--- src/rtl/alu_arbiter.sv ---
// Two-requester front end sharing one 8-bit ALU; round-robin grant, one op in flight.
// Latency: response valid two cycles after the request handshake. Backpressure: the owner holds
// the result with rsp_ready low; both req_ready stay low until the response is consumed.

module alu (
    input  logic [7:0] a_i,
    input  logic [7:0] b_i,
    input  logic [2:0] s_i,
    output logic [7:0] result_o,
    output logic [3:0] flags_o
);

    logic [8:0] sum;
    logic       carry;
    logic       ovf;

    always_comb begin
        sum      = 9'd0;
        carry    = 1'b0;
        ovf      = 1'b0;
        result_o = 8'd0;
        case (s_i)
            3'b000: begin
                sum      = {1'b0, a_i} + {1'b0, b_i};
                result_o = sum[7:0];
                carry    = sum[8];
                ovf      = (a_i[7] == b_i[7]) && (sum[7] != a_i[7]);
            end
            3'b001: begin
                // Carry out of a + ~b + 1 is the inverted borrow.
                sum      = {1'b0, a_i} + {1'b0, ~b_i} + 9'd1;
                result_o = sum[7:0];
                carry    = sum[8];
                ovf      = (a_i[7] != b_i[7]) && (sum[7] != a_i[7]);
            end
            3'b010:  result_o = a_i & b_i;
            3'b011:  result_o = a_i | b_i;
            3'b100:  result_o = ~a_i;
            3'b101:  result_o = a_i ^ b_i;
            3'b110:  result_o = {a_i[6:0], 1'b0};
            default: result_o = {1'b0, a_i[7:1]};
        endcase
    end

    assign flags_o = {(result_o == 8'd0), result_o[7], carry, ovf};

endmodule

module alu_arbiter (
    input  logic       clk,
    input  logic       rst,
    input  logic       req0_valid,
    input  logic [7:0] req0_a,
    input  logic [7:0] req0_b,
    input  logic [2:0] req0_s,
    output logic       req0_ready,
    input  logic       req1_valid,
    input  logic [7:0] req1_a,
    input  logic [7:0] req1_b,
    input  logic [2:0] req1_s,
    output logic       req1_ready,
    output logic       rsp0_valid,
    output logic [7:0] rsp0_result,
    output logic [3:0] rsp0_flags,
    input  logic       rsp0_ready,
    output logic       rsp1_valid,
    output logic [7:0] rsp1_result,
    output logic [3:0] rsp1_flags,
    input  logic       rsp1_ready,
    output logic       busy
);

    typedef enum logic [1:0] {
        ST_IDLE = 2'd0,
        ST_EXEC = 2'd1,
        ST_RESP = 2'd2
    } state_t;

    state_t     state_q, state_d;
    logic       last_grant_q, last_grant_d;
    logic       owner_q, owner_d;
    logic [7:0] a_q, a_d;
    logic [7:0] b_q, b_d;
    logic [2:0] s_q, s_d;
    logic [7:0] result_q, result_d;
    logic [3:0] flags_q, flags_d;

    logic       any_vld;
    logic       grant;
    logic       hs;
    logic       owner_rsp_rdy;
    logic [7:0] alu_result;
    logic [3:0] alu_flags;

    alu u_alu (
        .a_i      (a_q),
        .b_i      (b_q),
        .s_i      (s_q),
        .result_o (alu_result),
        .flags_o  (alu_flags)
    );

    // A tie goes to whichever requester was not served last.
    always_comb begin
        any_vld = req0_valid | req1_valid;
        grant   = 1'b0;
        if (req0_valid && req1_valid) begin
            grant = ~last_grant_q;
        end else begin
            grant = req1_valid;
        end
        hs            = (state_q == ST_IDLE) && any_vld && !rst;
        owner_rsp_rdy = owner_q ? rsp1_ready : rsp0_ready;
    end

    always_comb begin
        state_d = state_q;
        case (state_q)
            ST_IDLE: if (any_vld) state_d = ST_EXEC;
            ST_EXEC: state_d = ST_RESP;
            ST_RESP: if (owner_rsp_rdy) state_d = ST_IDLE;
            default: state_d = ST_IDLE;
        endcase
    end

    always_comb begin
        last_grant_d = last_grant_q;
        owner_d      = owner_q;
        a_d          = a_q;
        b_d          = b_q;
        s_d          = s_q;
        result_d     = result_q;
        flags_d      = flags_q;
        if (hs) begin
            last_grant_d = grant;
            owner_d      = grant;
            a_d          = grant ? req1_a : req0_a;
            b_d          = grant ? req1_b : req0_b;
            s_d          = grant ? req1_s : req0_s;
        end
        if (state_q == ST_EXEC) begin
            result_d = alu_result;
            flags_d  = alu_flags;
        end
    end

    always_ff @(posedge clk) begin
        if (rst) begin
            state_q      <= ST_IDLE;
            last_grant_q <= 1'b1;
            owner_q      <= 1'b0;
            a_q          <= 8'd0;
            b_q          <= 8'd0;
            s_q          <= 3'd0;
            result_q     <= 8'd0;
            flags_q      <= 4'd0;
        end else begin
            state_q      <= state_d;
            last_grant_q <= last_grant_d;
            owner_q      <= owner_d;
            a_q          <= a_d;
            b_q          <= b_d;
            s_q          <= s_d;
            result_q     <= result_d;
            flags_q      <= flags_d;
        end
    end

    // Outputs are forced low while rst is high so nothing leaks from a stale state.
    always_comb begin
        req0_ready  = hs && !grant;
        req1_ready  = hs && grant;
        rsp0_valid  = !rst && (state_q == ST_RESP) && !owner_q;
        rsp1_valid  = !rst && (state_q == ST_RESP) && owner_q;
        rsp0_result = rsp0_valid ? result_q : 8'd0;
        rsp0_flags  = rsp0_valid ? flags_q : 4'd0;
        rsp1_result = rsp1_valid ? result_q : 8'd0;
        rsp1_flags  = rsp1_valid ? flags_q : 4'd0;
        busy        = !rst && (state_q != ST_IDLE);
    end

endmodule

--- config.mk ---
export PLATFORM = sky130hd
export DESIGN_NAME = alu_arbiter
export DESIGN_NICKNAME = d
export VERILOG_FILES = /design/src/rtl/alu_arbiter.sv
export SDC_FILE = /design/constraint.sdc
export NUM_CORES = 1
export LEC_CHECK = 0
export ABC_AREA = 1
export CAP_MARGIN = 10
export CELL_PAD_IN_SITES_DETAIL_PLACEMENT = 0
export CELL_PAD_IN_SITES_GLOBAL_PLACEMENT = 1
export CORE_ASPECT_RATIO = 0.6
export CORE_UTILIZATION = 37
export CTS_CLUSTER_DIAMETER = 30
export CTS_CLUSTER_SIZE = 8
export DETAILED_ROUTE_END_ITERATION = 8
export GPL_ROUTABILITY_DRIVEN = 0
export GPL_TIMING_DRIVEN = 0
export PLACE_DENSITY_LB_ADDON = 0.1
export SLEW_MARGIN = 20
export SYNTH_ARGS = -nofsm -noshare
export SYNTH_HDL_FRONTEND = slang
export SYNTH_SLANG_ARGS = --single-unit
--- constraint.sdc ---
create_clock -name clk -period 6.5 [get_ports clk]
set_clock_uncertainty 0.2 [all_clocks]
set_input_delay 1.625 -clock clk [delete_from_list [all_inputs] [get_ports clk]]
set_output_delay 1.625 -clock clk [all_outputs]
set_load 0.005 [all_outputs]
* After elaboration in Yosys (flattened, before gate mapping) *
Cells that the tools add are included.

storage, ports and cells
  flip-flop bits (word level) = 35
  bits in latches = 0
  RAM bits = 0
  ROM bits = 0
  input bits = 44
  output and inout bits = 29
  word-level logic and storage cells = 66
  memories kept = 0

cells by class
  add/sub/neg operators = 3
  multipliers = 0
  divide/modulo/power cells = 0
  $lt $le $gt $ge = 0
  equal/unequal tests = 14
  shifts and indexed selects = 0
  mux-type cells = 15
  bitwise operators = 7
  reductions and logical operators = 19

operator list
  kind                 count
  $pmux 8 s7           1
  $mux 8               4
  $add 8x8->9          2
  $not 8->8            2
  $logic_and 1x1->1    11
  $add 9x1->9 const B  1
  $eq 3x3->1 const B   3
  $and 8x8->8          1
  $logic_not 8->1      1
  $mux 4               2
  $or 8x8->8           1
  $xor 8x8->8          1
  $eq 3x2->1 const B   2
  $pmux 2 s3           1
  $mux 2               2
  $ne 2x2->1 const B   2
  $pmux 1 s2           2
  $eq 3x1->1 const B   1
  $logic_not 1->1      3
  $logic_not 3->1      1
  $mux 3               1
  $ne 1x1->1           3
  $eq 2x1->1 const B   1
  $eq 2x2->1 const B   1
  other kinds (7)      8

* Logic depth before layout (Yosys ltp) *
  word-level depth = 6
  mapped depth = 15

* Cells and area by module *
From an unflattened synthesis, not the netlist that was laid out.

second synthesis, totals
  cells, all modules = 541
  area, all modules = 3228.1 µm²

modules (own cells, without submodules)
  module       instances  cells an instance  area each (µm²)  seq. area each (µm²)
  alu_arbiter  1          259                1725.4           700.7
  alu          1          282                1502.7           0.0

* Worst setup path before layout *
No wires, ideal clock.

  path kind = input to output
  start = in rst
  end = out rsp1_result[7]
  data arrival time = 2.688 ns
  path slack = 1.987 ns
  cell stages on the path = 8
  path buffers = 3
  path through = buf_2 nor3_1 inv_1 nor2_1 inv_1 clkbuf_1 nor2_1 buf_4

on the way
  word-level cells in the longest chain between the ends = 4

RTL lines
  element                          line  source
  start, declared                  51    input logic rst,
  $logic_not 1->1                  174   rsp1_valid = !rst && (state_q == ST_RESP) && owner_q;
  $logic_and 1x1->1 (2 in series)  174
  via rsp1_valid                   66    output logic rsp1_valid,
  $mux 8                           177   rsp1_result = rsp1_valid ? result_q : 8'd0;
  end, declared                    67    output logic [7:0] rsp1_result,

The timed path passes the listed nets, and every way through them passes these cells.

* Worst setup path in the final report *
  start = in rst
  end = out rsp1_result[7]

on the way
  word-level cells in the longest chain between the ends = 4

RTL lines
  element                          line
  $logic_not 1->1                  174
  $logic_and 1x1->1 (2 in series)  174
  $mux 8                           177

No other way between the ends.

==> impl_metrics.yaml <==
run_status:
  outcome: "completed"
die:
  die_area_sq_mm: 0.00842
  chipHeight_microns: 71.5
  chipWidth_microns: 118
  io_pins: 73
  num_rows: 24
  core_area_sq_mm: 0.00751
  initial_core_util: 0.397
synth:
  ys_top_cells_by_count: "nand2_1 (126), inv_1 (64), nor2_1 (57)"
  synth-seq-cells: 34
  netlist_area_sq_mm: 0.00298
  synth_top_flop_cell: "dfxtp_1"
  synth-edff-count: 0
  yosys_warnings: 0
  synth.most_common_cell: "nand2_1"
  synth_top_area_frac: 0.229
  async_reset_ff_frac: 0
  yosysTopAreaCell: "dfxtp_1"
  synthTopCellsByArea: "dfxtp_1 (23%), nand2_1 (16%), ha_1 (11%)"
  ys_seq_area_frac: 0.229
  syn-num-nets: 547
  synth_cells: 476
  synth.distinct_cells: 37
  syn_area_per_cell_sq_um: 6.26
finish:
  syn_to_final_growth_pct: 34.2
  multi_input_area_sq_mm: 0.00189
  num-fill-cells: 786
  antennaDiodeCount: 0
  final_cell_area_sq_mm: 0.00400
  regArea_sq_um: 681
  fin_cells: 659
  num-nets-final: 626
  drive_gt1_frac: 0.0901
  final_util: 0.533
job:
  cap_violations: 0
critical_path:
  arrival_ns: 3.80
  worst_path_largest_cell_delay_ns: 0.49
  end_kind: "output port"
  critPathRequiredTime_ns: 4.68
  rr_worst_depth: 12
  setup.worst_path.class: "in -> out"
  crit_chain: "clkdlybuf4s50_1 > buf_2 > nor3_1 > inv_1 > nor2_1 > inv_1 > clkbuf_1 > nor2_1 > buf_4 > clkdlybuf4s50_1"
  cp-start-kind: "input port"
  critPathSlowestCell: "clkdlybuf4s50_1"
  critPathMaxFanout: 10
place:
  portBuffers: 72
  hpwl_microns: 7570
  dp_cells: 652
  post_dp_cell_area_sq_mm: 0.00383
clock_tree:
  clkTransAtPathRegs_ns: 0.05
  cts_resized: 0
  ctsHtreeMaxLevel: 2
  hold_buffers: 0
  cts_tree: "done"
  cts_made_buffers: 5
  clock_path_buffers: 2
  cts.sinks: 34
  post_cts_buffers: 0
  worstSkewPairLatency_ns: 0.28
  clk_root_buffer_cell: "clkbuf_16"
sta:
  worstMarginPinSlew_ns: 0.487
  period_needed_ns: 5.62
  finalSetupViolations: 0
  slew_headroom: 0.675
  fmax_ghz: 0.178
  tns_ns: 0
  fin_crit_sh: 0.865
  hold_viol_final: 0
  maxSlewViolCount: 0
  rsz0062_at_grt: "no"
worst_hold_path:
  hold_depth: 2
  worst_hold_path_type: "reg -> reg"
routing:
  drt_iter0_markers: 202
  routed_wl_microns: 9200
  vias: 3277
  drcViolationCount: 0
  first_pass_iters: 4
  post_drt_wl_per_cell_microns: 14.0
  antenna_left: 0
  vias_per_cell: 4.97
global_routing:
  grtUsageTotal: 0.230
  grt_overflow: 0
  grt_pass1_vias: 2959
  grt_max_degree: 11
  antenna_found_initial: 0
  grt_pass1_wl_microns: 15000
power_and_ir_drop:
  cellLeakagePower_uw: 0.00170
  ir_drop_v: 0.0000789
  powerDensity_mw_per_mm2: 193
-- metal layers --
metal	global-route usage	wire length, microns	vias to the layer above
li1	-	-	1687
met1	0.368	5260	1486
met2	0.301	3290	97
met3	0.0414	564	7
met4	0.0641	89	0
met5	0	0	-
-- worst max-delay path, delay by kind of cell --
kind / cells / cell delay (ns)
buffers and inverters: 7 / 1.65
AND/OR/NAND/NOR: 3 / 0.52
-- final timing paths --
check,slack (ns),to,startpoint
setup / recovery,0.88,rsp1_result[7],rst
hold / removal,0.28,last_grant_q,last_grant_q
setup reg to reg,3.95,flags_q[3],a_q[2]
hold reg to reg,0.28,last_grant_q,last_grant_q
-- cells by family (layout without fill, tap and decap cells) --
family,count (synthesis),count (layout),share of synthesized area
AO/OA/AOI/OAI,68,68,0.137
buffers and inverters,93,172,0.138
flip-flops,34,34,0.229
XOR/XNOR,1,1,0.00294
AND/OR/NAND/NOR,253,253,0.376
adder cells (fa/ha/maj),27,27,0.118
-- layout by cell type, fill, tap and decap left out, types with 2 or more instances in the layout --
master	count
nand2_1	126
clkdlybuf4s50_1	72
inv_1	64
nor2_1	57
nand3_1	39
dfxtp_1	34
ha_1	25
a31oi_1	18
a21oi_1	16
nand4_1	15
o21ai_0	13
buf_2	9
o21ai_1	6
inv_2	5
a21oi_2	5
clkbuf_16	5
clkbuf_1	4
nor2_2	4
buf_6	4
nor2_4	4
buf_4	3
o211ai_1	3
nor3_1	2
nand3_2	2
nand2_2	2
a211oi_1	2
fa_1	2
-- layout make-up --
cell class	count	share of cell area
plain buffers	21	0.0329
clock inverters	1	0.00751
multi-input cells	349	0.472
flip-flops and latches	34	0.170
inverters	72	0.0698
well taps	104	0.0326
repair buffers	72	0.180
clock buffers	6	0.0347
-- state kept, by name (all words and copies together), names as in the netlist --
signal,count
a_q,8
b_q,8
flags_q,4
last_grant_q,1
owner_q,1
result_q,7
s_q,3
state_q,2
-- where the power goes --
group / leakage, uW / internal, uW / switching, uW
Sequential: 0.000279 / 228 / 16.0
Combinational: 0.00134 / 96.8 / 153
Clock: 0.0000829 / 189 / 87.2
-- per-stage QoR --
stage               hold WS, ns  total power (uW)  setup slack (ns)
finish                    0.285               770             0.877
global route              0.297               818             0.635
floorplan                 0.242               408              1.99
global placement          0.269               490             0.909
CTS                       0.286               770             0.830
detailed placement        0.272               493             0.844
Note: power is estimated with default switching activity, not from simulation.
